`src/rtl/contador_32_if.sv`:
```
// Bus bundle for contador_32: enable/mode/load data in, count/wrap flag/load status out.
// The master drives the control side and the counter (slave) drives the results.
interface contador_32_if;
    logic        ENABLE;
    logic [1:0]  MODO;
    logic [31:0] D;
    logic [31:0] Q;
    logic        RCO;
    logic [7:0]  LOAD;

    modport master (output ENABLE, MODO, D, input Q, RCO, LOAD);
    modport slave  (input ENABLE, MODO, D, output Q, RCO, LOAD);
endinterface

```
`src/rtl/contador_32.sv`:
```
// 32-bit up/down counter with parallel load, built from eight cascaded 4-bit slices.
// MODO: 00 up 1, 01 down 1, 10 down 3, 11 load D. RCO is the carry/borrow out of slice 7.
module contador_32 (
    input  logic         clk,
    input  logic         RESET,
    contador_32_if.slave bus
);

    logic [31:0] q_r;
    logic        rco_r;
    logic [7:0]  load_r;

    logic        sub;
    logic [3:0]  step;
    logic [3:0]  operand;
    logic [4:0]  slice;
    logic [8:0]  chain;
    logic [31:0] next_count;

    assign sub  = (bus.MODO == 2'b01) || (bus.MODO == 2'b10);
    assign step = (bus.MODO == 2'b10) ? 4'd3 : 4'd1;

    // Only slice 0 sees the step; higher slices just absorb the rippling carry or borrow.
    always_comb begin
        chain      = '0;
        next_count = '0;
        operand    = '0;
        slice      = '0;
        for (int i = 0; i < 8; i++) begin
            operand = (i == 0) ? step : 4'h0;
            if (sub)
                slice = {1'b0, q_r[4*i +: 4]} - {1'b0, operand} - {4'h0, chain[i]};
            else
                slice = {1'b0, q_r[4*i +: 4]} + {1'b0, operand} + {4'h0, chain[i]};
            next_count[4*i +: 4] = slice[3:0];
            chain[i+1]           = slice[4];
        end
    end

    always_ff @(posedge clk or negedge RESET) begin
        if (!RESET) begin
            q_r    <= '0;
            rco_r  <= 1'b0;
            load_r <= '0;
        end else if (bus.ENABLE) begin
            if (bus.MODO == 2'b11) begin
                q_r    <= bus.D;
                rco_r  <= 1'b0;
                load_r <= 8'hFF;
            end else begin
                q_r    <= next_count;
                rco_r  <= chain[8];
                load_r <= 8'h00;
            end
        end else begin
            rco_r  <= 1'b0;
            load_r <= 8'h00;
        end
    end

    assign bus.Q    = q_r;
    assign bus.RCO  = rco_r;
    assign bus.LOAD = load_r;

endmodule

```
`src/flat_wrapper.sv`:
```
// flat-port wrapper written by rule: the top's interface ports become plain ports
module contador_32_flat 
  (clk, RESET, bus_ENABLE, bus_MODO, bus_D, bus_Q, bus_RCO, bus_LOAD);
  contador_32_if bus_i ();
  input  logic clk;
  input  logic RESET;
  input wire logic [$bits(bus_i.ENABLE)-1:0] bus_ENABLE;
  input wire logic [$bits(bus_i.MODO)-1:0] bus_MODO;
  input wire logic [$bits(bus_i.D)-1:0] bus_D;
  output wire logic [$bits(bus_i.Q)-1:0] bus_Q;
  output wire logic [$bits(bus_i.RCO)-1:0] bus_RCO;
  output wire logic [$bits(bus_i.LOAD)-1:0] bus_LOAD;
  assign bus_i.ENABLE = bus_ENABLE;
  assign bus_i.MODO = bus_MODO;
  assign bus_i.D = bus_D;
  assign bus_Q = bus_i.Q;
  assign bus_RCO = bus_i.RCO;
  assign bus_LOAD = bus_i.LOAD;
  contador_32 u_core (.clk(clk), .RESET(RESET), .bus(bus_i));
endmodule
```
`config.mk`:
```
export PLATFORM = sky130hd
export DESIGN_NAME = contador_32_flat
export DESIGN_NICKNAME = d
export VERILOG_FILES = /design/src/rtl/contador_32_if.sv /design/src/rtl/contador_32.sv /design/src/flat_wrapper.sv
export SDC_FILE = /design/constraint.sdc
export NUM_CORES = 1
export LEC_CHECK = 0
export CAP_MARGIN = 40
export CORE_AREA = 4 4 93 69
export CTS_CLUSTER_SIZE = 30
export DETAILED_ROUTE_END_ITERATION = 16
export DIE_AREA = 0 0 97 73
export GPL_ROUTABILITY_DRIVEN = 0
export HOLD_SLACK_MARGIN = 0.08
export PLACE_DENSITY = 0.93
export SLEW_MARGIN = 20
export SYNTH_ARGS = -nofsm -noshare
export SYNTH_HDL_FRONTEND = slang
export SYNTH_SLANG_ARGS = --single-unit
```
`constraint.sdc`:
```
create_clock -name clk -period 17.8 [get_ports clk]
set_input_delay 3.56 -clock clk [delete_from_list [all_inputs] [get_ports clk]]
set_output_delay 3.56 -clock clk [all_outputs]
set_load 0.02 [all_outputs]
```
# Yosys cells after proc, flatten, opt, wreduce, memory -nomap -nowiden
# Cells that the tools add are included.
# word_totals
register_bits	41
latch_bits	0
mem_bits_rw	0
mem_bits_ro	0
inputBits	37
word_cells	37
mem_count	0
# classes
addsub	16
n_mul	0
n_div	0
order_cmp	0
n_eq_ne	3
shifts	0
mux	14
bitwise	0
n_reduce_logical	1
# op_table
op	n
$mux W5	8
$add A4 B1 Y5	7
$sub A4 B1 Y5	7
$mux W32	1
$mux W8	2
$add A4 B4 Y5	1
$sub A4 B4 Y5	1
$eq A2 B2 Y1 const B	2
$eq A2 B1 Y1 const B	1
$mux W1	2
$mux W2	1
$logic_or A1 B1 Y1	1

# Longest topological paths before layout
# Gate-level depths: netlist of the first run.
# depth
depth_word	20
depth_mapped	60
mapped_depth_nobuf	60

# Least setup slack after synthesis of the first run
# Ideal clock, no wire load.
# synth_timing
kind	input -> register
start	input bus_MODO[1]
end	register u_core.rco_r (netlist: u_core.bus.RCO)
setup_ns	0.125
arrival_time_ns	13.161
required_ns	17.675
slack_ns	4.514
stages	57
cell_sequence	inv_1 -> ha_1 -> inv_1 -> ha_1 -> nor2b_1 -> o21ai_0 -> nand2b_1 -> ha_1 -> inv_1 -> ha_1 -> inv_1 -> fa_1 -> a31o_1 -> a22oi_2 -> inv_1 -> nand2_1 -> inv_1 -> fa_1 -> [... 21 more ...] -> nand2b_1 -> xor2_1 -> xnor2_1 -> nor2_1 -> inv_1 -> ha_1 -> nor2b_1 -> o21ai_0 -> nand2b_1 -> xnor3_1 -> nand2_2 -> inv_1 -> fa_1 -> nor2b_1 -> o21ai_0 -> nand2_1 -> nor2_1 -> mux2_4
# synth_via
elab_chain_cells	20
# synth_rtl
item	line_no	source
from (decl)	flat_wrapper.sv:8	input wire logic [$bits(bus_i.MODO)-1:0] bus_MODO;
$eq A2 B2 Y1	contador_32.sv:20, contador_32.sv:21	
$mux W2	contador_32.sv:21	assign step = (bus.MODO == 2'b10) ? 4'd3 : 4'd1;
$add A4 B4 Y5 or $sub A4 B4 Y5 (tied branches)	contador_32.sv:34, contador_32.sv:32	
$mux W5	contador_32.sv:31	if (sub)
$add A4 B1 Y5 or $sub A4 B1 Y5 (tied branches)	contador_32.sv:34, contador_32.sv:32	
$mux W5	contador_32.sv:31	
$add A4 B1 Y5 or $sub A4 B1 Y5 (tied branches)	contador_32.sv:34, contador_32.sv:32	
$mux W5	contador_32.sv:31	
[... 4 more ...]	--	
$add A4 B1 Y5 or $sub A4 B1 Y5 (tied branches)	contador_32.sv:34, contador_32.sv:32	
$mux W5	contador_32.sv:31	
$add A4 B1 Y5 or $sub A4 B1 Y5 (tied branches)	contador_32.sv:34, contador_32.sv:32	
$mux W5	contador_32.sv:31	
$add A4 B1 Y5 or $sub A4 B1 Y5 (tied branches)	contador_32.sv:34, contador_32.sv:32	
$mux W5	contador_32.sv:31	
$mux W1 *	contador_32.sv:46	if (bus.MODO == 2'b11) begin
$mux W1 *	contador_32.sv:45	end else if (bus.ENABLE) begin
to (signal assigned)	contador_32.sv:52	rco_r <= chain[8];
to (decl)	contador_32.sv:10	logic rco_r;
# Mark *: on every way between the ends. The rest lies on a longest branch, timed or not.
# A chain may end at the register's enable or synchronous reset.

# Worst setup path after layout of the first run
# Same ends and word-level chain as after synthesis.

==> impl_metrics.json, run 1 <==
{
  "path_clk_slew_ns": 0.07,
  "cts_setup_buffers": 0,
  "syn-cell-area_mm2": 0.00284,
  "drt-initial-drc-count": 80,
  "ant_nets": 0,
  "antenna_found_initial": 0,
  "slew_headroom_pct": 58.9,
  "rr_worst_depth": 53,
  "period_share_pct": 82.9,
  "dieArea_mm2": 0.00708,
  "r2r-start": "u_core.bus.Q[0]$_DFFE_PN0P_",
  "layout_common_cells": "clkdlybuf4s50_1 (75), a21oi_1 (69), nor2_1 (56)",
  "syn_inst": 343,
  "diodes": 0,
  "synth_fp_nets": 422,
  "slew_violations": 0,
  "dpl.cell_count": 476,
  "reg2reg_to": "u_core.bus.RCO$_DFF_PN0_",
  "critPathMaxFanout": 8,
  "slowest_stage": "clkdlybuf4s50_1",
  "htree_num_levels": 2,
  "final_cells": 484,
  "grt_max_degree": 64,
  "min_from": "u_core.bus.Q[24]$_DFFE_PN0P_",
  "max_freq_ghz": 0.0678,
  "cp-start-kind": "input pin",
  "cts.path.max_buffers": 2,
  "period_minus_slack_ns": 14.76,
  "numCtsBuffers": 5,
  "grtUsageTotal_pct": 18.9,
  "worst_slack_ns": 3.04,
  "ys_warn_count": 0,
  "cts_resized": 0,
  "core_mm2": 0.00555,
  "post-dp-hpwl_um": 4910,
  "tritoncts": "yes",
  "rsz0062_at_grt": "no",
  "port_buffers": 77,
  "grt_pass1_vias": 2442,
  "synth_area_leaders": "dfrtp_1 (30%), ha_1 (15%), a21oi_1 (12%), nor2_1 (7.4%), fa_1 (5.6%)",
  "synth.avg_cell_area_um2": 8.27,
  "die_w_um": 97,
  "drive_gt1_share_pct": 3.67,
  "yosysTopAreaCell": "dfrtp_1",
  "status": "finished clean",
  "whs_ns": 0.571,
  "io_pins": 78,
  "path_class": "input pin to flip-flop",
  "max_stage_delay_ns": 0.49,
  "cap_violations": 0,
  "hold_viol": 0,
  "syn_to_final_growth_pct": 31.1,
  "worstMarginPinSlew_ns": 0.617,
  "drt_wl_total_um": 6420,
  "cts_root_buffer": "clkbuf_8",
  "num_rows": 23,
  "setup-tns-final_ns": 0,
  "ys_types": 26,
  "drc": 0,
  "ys_ff_latch": 34,
  "grt.overflow.total": 0,
  "vias": 2454,
  "yosysSeqAreaShare_pct": 30.0,
  "hp-class": "flip-flop to flip-flop",
  "cp.arrival_ns": 14.92,
  "crit_top_cell": "inv_1",
  "drt-pass1-iter-count": 4,
  "wl_per_cell_um": 13.3,
  "rrSetupSlack_ns": 6.94,
  "finalSetupViolCount": 0,
  "die_h_um": 73,
  "synth_top_cell_area_share_pct": 30.0,
  "nNetsFinal": 488,
  "final.setup_skew_ns": 0.00881,
  "clk_latency_ns": 0.28,
  "required_ns": 17.97,
  "viasPerCell": 5.07,
  "crit_path_end": "u_core.bus.RCO$_DFF_PN0_",
  "hold_buffers": 0,
  "post-place-ws_ns": 2.74,
  "crit_start": "bus_MODO[1]",
  "cts.sinks": 34,
  "grt_first_pass_wirelength_um": 11100,
  "final_common_cell": "clkdlybuf4s50_1",
  "start_util_pct": 51.1,
  "end_kind": "flip-flop"
}
-- flip-flops by register name, summed over array words and instances (netlist names) --
name	flops
u_core.bus.LOAD	1
u_core.bus.Q	32
u_core.bus.RCO	1
-- final cells by class --
type                       instances  area (µm²)
fill                             458        1830
multi-input combinational        249        1740
sequential                        34         851
timing repair buffer              80         816
inverter                          39         146
tap                               75        93.8
clock buffer                       7        76.3
-- routing by layer --
| metal | wire (µm) | global-route usage, % | part of all wire (%) | vias to the layer above |
|---|---|---|---|---|
| li1 | - | - | - | 1252 |
| met3 | 411 | 5.35 | 6.4 | 11 |
| met2 | 2960 | 31.7 | 46 | 78 |
| met1 | 2950 | 24.3 | 46 | 1113 |
| met5 | 0 | 0 | 0 | - |
| met4 | 99 | 4.98 | 1.5 | 0 |
-- logic make-up after synthesis --
family | after synthesis | share of synthesized area (%)
DFF | 34 | 30.0
xor gates and xnor gates | 23 | 8.11
muxes | 3 | 1.23
buffers and inverters | 60 | 8.86
adders and majority gates | 42 | 20.6
AOI/OAI and AO/OA | 93 | 17.7
and+or+nand+nor | 88 | 13.5
-- worst max-delay path, delay by kind of cell --
kind,cells,cell delay (ns)
adders and majority gates,11,3.83
AOI/OAI and AO/OA,11,2.01
xor gates and xnor gates,6,1.36
and+or+nand+nor,17,2.58
muxes,1,0.25
buffers and inverters,10,1.32
-- worst min-delay path by stage --
| stage | endpoint | slack (ns) | cells after the start |
|---|---|---|---|
| final | u_core.bus.Q[24]$_DFFE_PN0P_ | 0.57 | 2 |
| after global routing | u_core.bus.Q[15]$_DFFE_PN0P_ | 0.60 | 2 |
| after CTS | u_core.bus.Q[24]$_DFFE_PN0P_ | 0.57 | 2 |
| after detailed placement | u_core.bus.Q[28]$_DFFE_PN0P_ | 0.55 | 2 |
| after global placement | u_core.bus.Q[30]$_DFFE_PN0P_ | 0.54 | 2 |
| after floorplan | u_core.bus.Q[15]$_DFFE_PN0P_ | 0.64 | 2 |
-- Yosys cell counts, drive strengths merged --
cell type	number
a21oi	69
nor2	56
inv	39
dfrtp	34
ha	34
clkbuf	13
o21ai	12
xor2	12
nor2b	11
a21o	9
nand2	9
xnor2	9
buf	8
fa	8
nor3	6
nand2b	5
a22oi	2
mux2i	2
xnor3	2
a31o	1
and2	1
mux2	1
-- stage by stage --
| step | cell area, µm² | utilization, % |
|---|---|---|
| global route | 3720 | 67.0 |
| detailed placement | 3620 | 65.1 |
| floorplan | 2840 | - |
| CTS | 3690 | 66.5 |
| global placement | 3600 | 64.8 |
| finish | 3720 | 67.0 |
Power of run 1 is left out: the tool's default activity adds up to more than one toggle a clock period on the data nets, which glitch-free logic cannot reach.
==> run 2: changes to the inputs <==
CORE_AREA = 4 4 96 71   (was 4 4 93 69)
DIE_AREA = 0 0 100 75   (was 0 0 97 73)
PLACE_DENSITY = 0.88   (was 0.93)
clock period = 14.3 ns   (was 17.8 ns; I/O delays follow)
==> run 2 against run 1 <==
  * Sequential share of layout area decreased by 0.73 points
  * Count of clock-buffer cells in the layout decreased by 1
  * Via count increased by 1.8%
==> impl_metrics.json, run 2 (synthesis results as in run 1) <==
{
  "final_common_cell": "clkdlybuf4s50_1",
  "max_freq_ghz": 0.0735,
  "drt_wl_total_um": 6800,
  "grt.overflow.total": 0,
  "post-dp-hpwl_um": 5170,
  "slew_violations": 0,
  "cts_root_buffer": "clkbuf_8",
  "cp-start-kind": "input pin",
  "crit_top_cell": "inv_1",
  "n_fill_cell": 509,
  "viasPerCell": 5.08,
  "drc": 0,
  "highest_layer": "met4",
  "cts.path.max_buffers": 2,
  "hold_buffers": 0,
  "tritoncts": "yes",
  "start_util_pct": 47.5,
  "period_share_pct": 95.1,
  "numCtsBuffers": 5,
  "clk_latency_ns": 0.28,
  "drt-pass1-iter-count": 4,
  "vias": 2498,
  "ff_latch_area_um2": 851,
  "drt-initial-drc-count": 86,
  "htree_num_levels": 2,
  "m1WireLength_um": 3070,
  "cap_violations": 0,
  "path_class": "input pin to flip-flop",
  "grt_max_degree": 66,
  "status": "finished clean",
  "slew_headroom_pct": 59.2,
  "syn_to_final_growth_pct": 35.4,
  "cts.sinks": 34,
  "final.setup_skew_ns": 0.00710,
  "io_pins": 78,
  "grt_pass1_vias": 2437,
  "grtUsageTotal_pct": 18.8,
  "multi_input_area_mm2": 0.00176,
  "hold_viol": 0,
  "diodes": 0,
  "drive_gt1_share_pct": 6.76,
  "met2RoutedLength_um": 3320,
  "grt_first_pass_wirelength_um": 11300,
  "hp-class": "flip-flop to flip-flop",
  "core_mm2": 0.00598,
  "ant_nets": 0,
  "crit_family": "adder cells",
  "port_buffers": 77,
  "largest_reg_flops": 32,
  "antenna_found_initial": 0,
  "finalSetupViolCount": 0,
  "place_area_mm2": 0.00363,
  "cp.buffers_inverters": 13,
  "period_minus_slack_ns": 13.60,
  "whs_ns": 0.563,
  "die_h_um": 75,
  "slowest_stage": "clkdlybuf4s50_1",
  "worstMarginPinSlew_ns": 0.613,
  "end_kind": "flip-flop",
  "cp.arrival_ns": 13.78,
  "num_rows": 24,
  "dieArea_mm2": 0.00750,
  "route.met3.wl_um": 367,
  "final_area_mm2": 0.00384,
  "wl_per_cell_um": 13.8,
  "nNetsFinal": 492,
  "max_stage_delay_ns": 0.48,
  "path_clk_slew_ns": 0.08,
  "layout_common_cells": "clkdlybuf4s50_1 (75), a21oi_1 (67), nor2_1 (55)",
  "required_ns": 14.47,
  "critPathMaxFanout": 5,
  "setup-tns-final_ns": 0,
  "die_w_um": 100
}
-- run 2: changes by cell type in the layout (fill, tap and decap cells not counted), moves of 2 or more --
cell,before,now
a21oi_2,0,2
buf_4,1,5
clkbuf_1,2,0
bufinv_16,0,2
a21oi_1,69,67
nand2_2,1,3
nand2_1,8,6
-- run 2: through the flow --
step           cells  setup slack (ns)  utilization [%]
2_1_floorplan    343              1.71                -
3_3_place_gp     479             0.410             60.4
3_5_place_dp     480           -0.0994             60.7
4_1_cts          488             0.172             63.1
5_1_grt          492           -0.0419             64.3
6_report         492             0.699             64.3
-- run 2: layer usage --
layer | up-vias | global-route usage (%)
met1 | 1171 | 25.0
met3 | 4 | 3.80
met5 | - | 0
li1 | 1262 | -
met4 | 0 | 3.59
met2 | 61 | 32.4
-- run 2: what timing repair did --
item,CTS,global route
endpoints found under the setup margin,0,4
buffers inserted,0,3
resized for setup,0,6
-- run 2: worst reg2reg max path: cells and delay by family (launching register included) --
kind | cells | cell delay (ns)
buffers and inverters | 11 | 0.89
flip-flops | 1 | 0.41
AND/OR/NAND/NOR | 16 | 2.25
AO/OA/AOI/OAI | 11 | 1.61
multiplexers | 1 | 0.25
adder cells (fa/ha/maj) | 11 | 3.73
XOR/XNOR | 6 | 1.40
-- run 2: area by class of cell --
| cell class | instances | share of cell area [%] |
|---|---|---|
| Timing Repair Buffer | 84 | 22.0 |
| Clock buffer | 6 | 2.15 |
| Inverter | 39 | 3.81 |
| Clock inverter | 2 | 1.56 |
| Sequential cell | 34 | 22.1 |
| Multi-Input combinational cell | 249 | 45.8 |
| Tap cell | 78 | 2.54 |
-- run 2: path summary, 6_finish.rpt --
| kind | slack (ns) | to | cells after the start | start |
|---|---|---|---|---|
| hold reg to reg | 0.56 | u_core.bus.Q[27]$_DFFE_PN0P_ | 2 | u_core.bus.Q[27]$_DFFE_PN0P_ |
| setup reg to reg | 3.66 | u_core.bus.RCO$_DFF_PN0_ | 56 | u_core.bus.Q[0]$_DFFE_PN0P_ |
| min in group asynchronous | 2.50 | u_core.bus.Q[21]$_DFFE_PN0P_ | 1 | RESET |
| setup / recovery | 0.70 | u_core.bus.RCO$_DFF_PN0_ | 59 | bus_MODO[1] |
| max in group asynchronous | 11.35 | u_core.bus.Q[3]$_DFFE_PN0P_ | 2 | RESET |
| hold / removal | 0.56 | u_core.bus.Q[27]$_DFFE_PN0P_ | 2 | u_core.bus.Q[27]$_DFFE_PN0P_ |
Power of run 2 is left out for the same reason.
